`src/rtl/stream_decifrador_pkg.sv`:
```
// Shared definitions for the keystream cipher pair (encryptor and decryptor sides).
// Holds the LFSR tap set, the zero-seed substitute and the message FSM states.
package streamcipher_pkg;

    localparam logic [7:0] LFSR_TAPS     = 8'b0001_1101;
    localparam logic [7:0] ZERO_SEED_SUB = 8'h01;

    typedef enum logic [1:0] {
        IDLE = 2'd0,
        RUN  = 2'd1,
        DONE = 2'd2
    } state_t;

    // Feedback is the XOR of the tapped bits; the register shifts toward bit 0.
    function automatic logic [7:0] lfsrNext(input logic [7:0] state);
        return {^(state & LFSR_TAPS), state[7:1]};
    endfunction

    // An all-zero LFSR would lock up, so a zero seed is replaced.
    function automatic logic [7:0] seedFix(input logic [7:0] seed);
        return (seed == 8'h00) ? ZERO_SEED_SUB : seed;
    endfunction

endpackage

```
`src/rtl/stream_decifrador_if.sv`:
```
// Bundle of the key/bit input stream and the plaintext byte output handshake.
// The master side drives the stream and byte_ready; the slave side is the decryptor.
interface stream_decifrador_if;

    logic       key_load;
    logic [7:0] key;
    logic       bit_valid;
    logic       bit_in;
    logic       byte_valid;
    logic [7:0] byte_out;
    logic       byte_ready;
    logic       overflow;
    logic       done;

    modport master (
        output key_load,
        output key,
        output bit_valid,
        output bit_in,
        output byte_ready,
        input  byte_valid,
        input  byte_out,
        input  overflow,
        input  done
    );

    modport slave (
        input  key_load,
        input  key,
        input  bit_valid,
        input  bit_in,
        input  byte_ready,
        output byte_valid,
        output byte_out,
        output overflow,
        output done
    );

endinterface

```
`src/rtl/stream_decifrador_lfsr8_keystream.sv`:
```
// 8-bit keystream generator: one keystream bit per step, reseeded by load.
// A zero seed is substituted internally so the register can never stall at zero.
module lfsr8_keystream
    import streamcipher_pkg::*;
(
    input  logic       clk,
    input  logic       rst_n,
    input  logic       load,
    input  logic [7:0] seed,
    input  logic       step,
    output logic       ks_bit
);

    logic [7:0] r_lfsr;

    // Load wins over step so a reseed never consumes a keystream bit.
    always_ff @(posedge clk or negedge rst_n) begin
        if (!rst_n) begin
            r_lfsr <= ZERO_SEED_SUB;
        end else if (load) begin
            r_lfsr <= seedFix(seed);
        end else if (step) begin
            r_lfsr <= lfsrNext(r_lfsr);
        end
    end

    assign ks_bit = r_lfsr[0];

endmodule

```
`src/rtl/stream_decifrador.sv`:
```
// Receive-side stream cipher: XORs ciphertext bits with the regenerated keystream,
// assembles plaintext bytes MSB-first and offers them through a one-byte valid/ready register.
module stream_decifrador
    import streamcipher_pkg::*;
#(
    parameter int MSG_BYTES = 39
) (
    input  logic                clk,
    input  logic                rst_n,
    stream_decifrador_if.slave  bus
);

    localparam logic [5:0] LAST_BYTE = 6'(MSG_BYTES - 1);

    state_t     r_state;
    state_t     w_nextState;
    logic [2:0] r_bitCnt;
    logic [5:0] r_byteCnt;
    logic [7:0] r_asm;
    logic [7:0] r_byteOut;
    logic       r_byteValid;
    logic       r_overflow;
    logic       r_done;

    logic       w_ksBit;
    logic       w_accept;
    logic       w_byteDone;
    logic       w_lastByte;
    logic [7:0] w_asmNext;

    lfsr8_keystream u_keystream (
        .clk    (clk),
        .rst_n  (rst_n),
        .load   (bus.key_load),
        .seed   (bus.key),
        .step   (w_accept),
        .ks_bit (w_ksBit)
    );

    assign w_asmNext = {r_asm[6:0], bus.bit_in ^ w_ksBit};

    always_ff @(posedge clk or negedge rst_n) begin
        if (!rst_n) begin
            r_state <= IDLE;
        end else begin
            r_state <= w_nextState;
        end
    end

    // A bit is only taken in RUN, and never in a key_load cycle.
    always_comb begin
        w_nextState = r_state;
        w_accept    = 1'b0;
        w_byteDone  = 1'b0;
        w_lastByte  = 1'b0;
        w_accept    = (r_state == RUN) && bus.bit_valid && !bus.key_load;
        w_byteDone  = w_accept && (r_bitCnt == 3'd7);
        w_lastByte  = w_byteDone && (r_byteCnt == LAST_BYTE);
        if (bus.key_load) begin
            w_nextState = RUN;
        end else if (w_lastByte) begin
            w_nextState = DONE;
        end
    end

    always_ff @(posedge clk or negedge rst_n) begin
        if (!rst_n) begin
            r_bitCnt  <= 3'd0;
            r_byteCnt <= 6'd0;
            r_asm     <= 8'h00;
        end else if (bus.key_load) begin
            r_bitCnt  <= 3'd0;
            r_byteCnt <= 6'd0;
            r_asm     <= 8'h00;
        end else if (w_accept) begin
            r_bitCnt <= r_bitCnt + 3'd1;
            r_asm    <= w_asmNext;
            if (w_byteDone) begin
                r_byteCnt <= r_byteCnt + 6'd1;
            end
        end
    end

    // A completed byte only lands if the holder is empty or is being drained this cycle.
    always_ff @(posedge clk or negedge rst_n) begin
        if (!rst_n) begin
            r_byteValid <= 1'b0;
            r_byteOut   <= 8'h00;
            r_overflow  <= 1'b0;
        end else if (bus.key_load) begin
            r_byteValid <= 1'b0;
            r_overflow  <= 1'b0;
        end else if (w_byteDone) begin
            if (!r_byteValid || bus.byte_ready) begin
                r_byteOut   <= w_asmNext;
                r_byteValid <= 1'b1;
            end else begin
                r_overflow <= 1'b1;
            end
        end else if (bus.byte_ready) begin
            r_byteValid <= 1'b0;
        end
    end

    always_ff @(posedge clk or negedge rst_n) begin
        if (!rst_n) begin
            r_done <= 1'b0;
        end else begin
            r_done <= w_lastByte;
        end
    end

    assign bus.byte_valid = r_byteValid;
    assign bus.byte_out   = r_byteOut;
    assign bus.overflow   = r_overflow;
    assign bus.done       = r_done;

endmodule
```
`src/flat_wrapper.sv`:
```
// flat-port wrapper written by rule: the top's interface ports become plain ports
module stream_decifrador_flat import streamcipher_pkg::*;
#(
    parameter int MSG_BYTES = 39
)
  (clk, rst_n, bus_key_load, bus_key, bus_bit_valid, bus_bit_in, bus_byte_ready, bus_byte_valid, bus_byte_out, bus_overflow, bus_done);
  stream_decifrador_if bus_i ();
  input  logic clk;
  input  logic rst_n;
  input wire logic [$bits(bus_i.key_load)-1:0] bus_key_load;
  input wire logic [$bits(bus_i.key)-1:0] bus_key;
  input wire logic [$bits(bus_i.bit_valid)-1:0] bus_bit_valid;
  input wire logic [$bits(bus_i.bit_in)-1:0] bus_bit_in;
  input wire logic [$bits(bus_i.byte_ready)-1:0] bus_byte_ready;
  output wire logic [$bits(bus_i.byte_valid)-1:0] bus_byte_valid;
  output wire logic [$bits(bus_i.byte_out)-1:0] bus_byte_out;
  output wire logic [$bits(bus_i.overflow)-1:0] bus_overflow;
  output wire logic [$bits(bus_i.done)-1:0] bus_done;
  assign bus_i.key_load = bus_key_load;
  assign bus_i.key = bus_key;
  assign bus_i.bit_valid = bus_bit_valid;
  assign bus_i.bit_in = bus_bit_in;
  assign bus_i.byte_ready = bus_byte_ready;
  assign bus_byte_valid = bus_i.byte_valid;
  assign bus_byte_out = bus_i.byte_out;
  assign bus_overflow = bus_i.overflow;
  assign bus_done = bus_i.done;
  stream_decifrador #(.MSG_BYTES(MSG_BYTES)) u_core (.clk(clk), .rst_n(rst_n), .bus(bus_i));
endmodule
```
`config.mk`:
```
export PLATFORM = sky130hd
export DESIGN_NAME = stream_decifrador_flat
export DESIGN_NICKNAME = d
export VERILOG_FILES = /design/src/rtl/stream_decifrador_pkg.sv /design/src/rtl/stream_decifrador_if.sv /design/src/rtl/stream_decifrador_lfsr8_keystream.sv /design/src/rtl/stream_decifrador.sv /design/src/flat_wrapper.sv
export SDC_FILE = /design/constraint.sdc
export NUM_CORES = 1
export LEC_CHECK = 0
export ABC_AREA = 1
export CORE_MARGIN = 1.5
export CORE_UTILIZATION = 53
export DETAILED_ROUTE_END_ITERATION = 8
export PLACE_DENSITY = 0.78
export SLEW_MARGIN = 20
export SYNTH_ARGS = -nofsm -noshare
export SYNTH_HDL_FRONTEND = slang
export SYNTH_HIERARCHICAL = 1
export SYNTH_SLANG_ARGS = --single-unit
```
`constraint.sdc`:
```
create_clock -name clk -period 1.9 [get_ports clk]
set_clock_uncertainty 0.15 [all_clocks]
set_input_delay 0.285 -clock clk [delete_from_list [all_inputs] [get_ports clk]]
set_output_delay 0.285 -clock clk [all_outputs]
set_load 0.005 [all_outputs]
```
==> summary.json <==
{
  "outcome": "finished clean",
  "grt_first_pass_wirelength_um": 5880,
  "tritoncts": "yes",
  "rsz0062_at_grt": "false",
  "average_routed_wire_per_standard_cell_um": 12.2,
  "cellInternalPower_mw": 1.13,
  "timing_worst_slew_pin_value_ns": 0.297,
  "postRouteWirelength_um": 3490,
  "finalSetupViolCount": 0,
  "crit_path_end_kind": "flip-flop",
  "cts-root-to-sink-buffers": 2,
  "timing_max_transition_violations_final": 0,
  "fp.dieH_um": 60.9,
  "register_bit_total_from_synthesis": 37,
  "die_area_mm2": 0.00371,
  "clock-root-buffer": "clkbuf_4",
  "pwr-share-comb": 0.122,
  "antenna_found_initial": 0,
  "cts-buffers-inserted": 5,
  "chipWidth_um": 60.9,
  "detailedRoute.firstIterationViolations": 131,
  "num_io_pins": 25,
  "post_synth_instance_area_mm2": 0.00178,
  "power.net_switching_mw": 0.396,
  "placed_cell_area_mm2": 0.00210,
  "powerDensity_mw_per_mm2": 703,
  "syn_area_per_cell_um2": 8.58,
  "power.leakage_nw": 1.11,
  "synth.net_count": 225,
  "cts.htree.levels": 2,
  "fp.coreArea_mm2": 0.00313,
  "crit_path_start_kind": "flip-flop",
  "clock_sinks": 37,
  "place_inst": 277,
  "clock.fmax_mhz": 584,
  "finalCritPeriodShare": 0.902,
  "hold_violations": 0,
  "detail_route.first_pass.iterations": 4,
  "nets": 258,
  "cp.required_ns": 1.96,
  "worst_hold_slack_ns": 0.155,
  "grt_start_max_net_pins": 38,
  "highest_ir_drop_seen_on_vdd_v": 0.000515,
  "clkTransAtPathRegs_ns": 0.12,
  "grt_use_total": 0.217,
  "power.clock.fraction": 0.315,
  "first_global_vias": 1337,
  "dp_hpwl_um": 2600,
  "hold_buffers_post_cts": 0,
  "rows": 20,
  "slew-limit-headroom": 0.801,
  "finalInstanceArea_mm2": 0.00218,
  "cts.repair_timing.setup_buffer_count": 0,
  "sw_frac_of_total": 0.259,
  "drc": 0,
  "synth.lib_cells_used.distinct": 30,
  "vias": 1467,
  "totalPowerFinal_mw": 1.53,
  "post_synth_inst_count": 207,
  "worstSetupPathType": "reg2reg",
  "critical_path_peak_fanout": 11,
  "drv_cap": 0,
  "detail_route.vias_per_cell": 5.15,
  "clkLatencyLatePin_ns": 0.34,
  "drive_gt1_frac": 0.133,
  "number_of_diodes": 0,
  "cts_repair_resize_count": 0,
  "setup.reg_to_reg.worst_slack_ns": 0.19,
  "fin_cells": 285,
  "gr-total-overflow": 0,
  "final.setup.tns_ns": 0,
  "worst-endpoint-arrival_ns": 1.77,
  "timing.final.crit_period_ns": 1.71,
  "sequential_group_share_of_total_power": 0.563,
  "yosysSeqAreaShare": 0.522,
  "hold_removal_path_class": "in2async",
  "drt.antenna.violating_nets": 0,
  "synthesis.yosys.warnings": 6,
  "place.gp.congestion": 0.868,
  "floorplan.initialDensity": 0.568,
  "area_delta_synth_final_pct": 22.5,
  "numPortBuffers": 24
}
-- path summary, 6_finish.rpt --
| kind | start | endpoint | cells past startpoint |
|---|---|---|---|
| setup reg to reg | u_core/r_bitCnt[0] | u_core/r_byteCnt[0] | 7 |
| hold reg to reg | u_core/bus.byte_out[6] | u_core/bus.byte_out[6] | 2 |
| setup / recovery | u_core/r_bitCnt[0] | u_core/r_byteCnt[0] | 7 |
| max in group asynchronous | rst_n | u_core/u_keystream/r_lfsr[0] | 2 |
| hold / removal | rst_n | u_core/r_asm[6] | 2 |
| min in group clk | u_core/bus.byte_out[6] | u_core/bus.byte_out[6] | 2 |
-- area by class of cell --
class	instances	area [um^2]
Tap cell	44	55.1
Inverter	26	103
Fill cell	260	952
Timing Repair Buffer	30	298
Multi-Input combinational cell	140	719
Clock inverter	1	8.76
Clock buffer	7	65.1
Sequential cell	37	927
-- through the flow --
| stage | util | worst slack (ns) |
|---|---|---|
| final | 0.696 | 0.186 |
| after global routing | 0.696 | 0.0717 |
| after CTS | 0.696 | 0.188 |
| after detailed placement | 0.672 | 0.0912 |
| after global placement | 0.672 | 0.124 |
| after floorplan | - | 0.404 |
-- critical path, cell delays in order, from the launching register on --
cell and delay (ns):
dfrtp_1 0.43, ha_1 0.21, ha_1 0.25, nand4_2 0.15
nor2_1 0.06, buf_4 0.18, nand2_1 0.07, o21ai_0 0.09
-- cell families (layout without fill, tap and decap cells) --
family | count (synthesis) | after routing | share of synthesized area
xor gates and xnor gates | 1 | 1 | 0.00493
adders and majority gates | 4 | 4 | 0.0282
and+or+nand+nor | 113 | 113 | 0.289
buffers and inverters | 30 | 64 | 0.0732
AOI/OAI and AO/OA | 22 | 22 | 0.0824
DFF | 37 | 37 | 0.522
-- sequential cells by signal (all words and copies together) (netlist names) --
register	cells
u_core/bus.byte_valid	1
u_core/bus.overflow	1
u_core/r_state	2
u_core/bus.byte_out	8
u_core/r_byteCnt	6
u_core/r_bitCnt	3
u_core/u_keystream/r_lfsr	8
u_core/r_asm	7
u_core/bus.done	1
-- routing by layer --
layer,vias up,wire length [um],share of wire,track usage
li1,731,-,-,-
met1,693,1660,0.48,0.293
met2,41,1630,0.47,0.339
met3,2,179,0.051,0.0597
met4,0,20,0.0057,0.0745
met5,-,0,0,0
-- cell usage after synthesis (all sizes together) --
library cell | number | area [um^2]
nand2 | 72 | 283
dfrtp | 36 | 901
inv | 26 | 103
nand3 | 18 | 95.1
nor2 | 15 | 73.8
o21ai | 8 | 47.6
nand4 | 7 | 56.3
o22ai | 5 | 31.3
a21oi | 4 | 23.8
ha | 4 | 50.1
a22oi | 3 | 22.5
buf | 2 | 18.8
clkbuf | 2 | 8.75
dfstp | 1 | 26.3
o211ai | 1 | 12.5
o221ai | 1 | 8.76
or2 | 1 | 6.26
xor2 | 1 | 8.76
-- placed cells by master, fill, tap and decap left out, types with 2 or more instances in the layout --
cell / count
buf_4: 5
a22oi_1: 3
nor2_4: 2
nand3_1: 17
nand4_2: 2
o21ai_2: 2
clkdlybuf4s50_1: 24
nand2_1: 69
a21oi_1: 3
nand2_2: 2
ha_1: 4
clkbuf_4: 5
dfrtp_1: 36
clkbuf_8: 2
inv_4: 2
inv_1: 23
o21ai_0: 6
nor2_1: 12
nand4_1: 5
o22ai_1: 5
-- power groups by stage --
stage	logic, mW	clock network, mW	registers [mW]
after floorplan	0.109	0	0.868
after global routing	0.212	0.540	0.866
after global placement	0.184	0	0.873
after CTS	0.188	0.497	0.860
after detailed placement	0.186	0	0.876
final	0.187	0.482	0.861
Power figures use the tool's default switching activity.
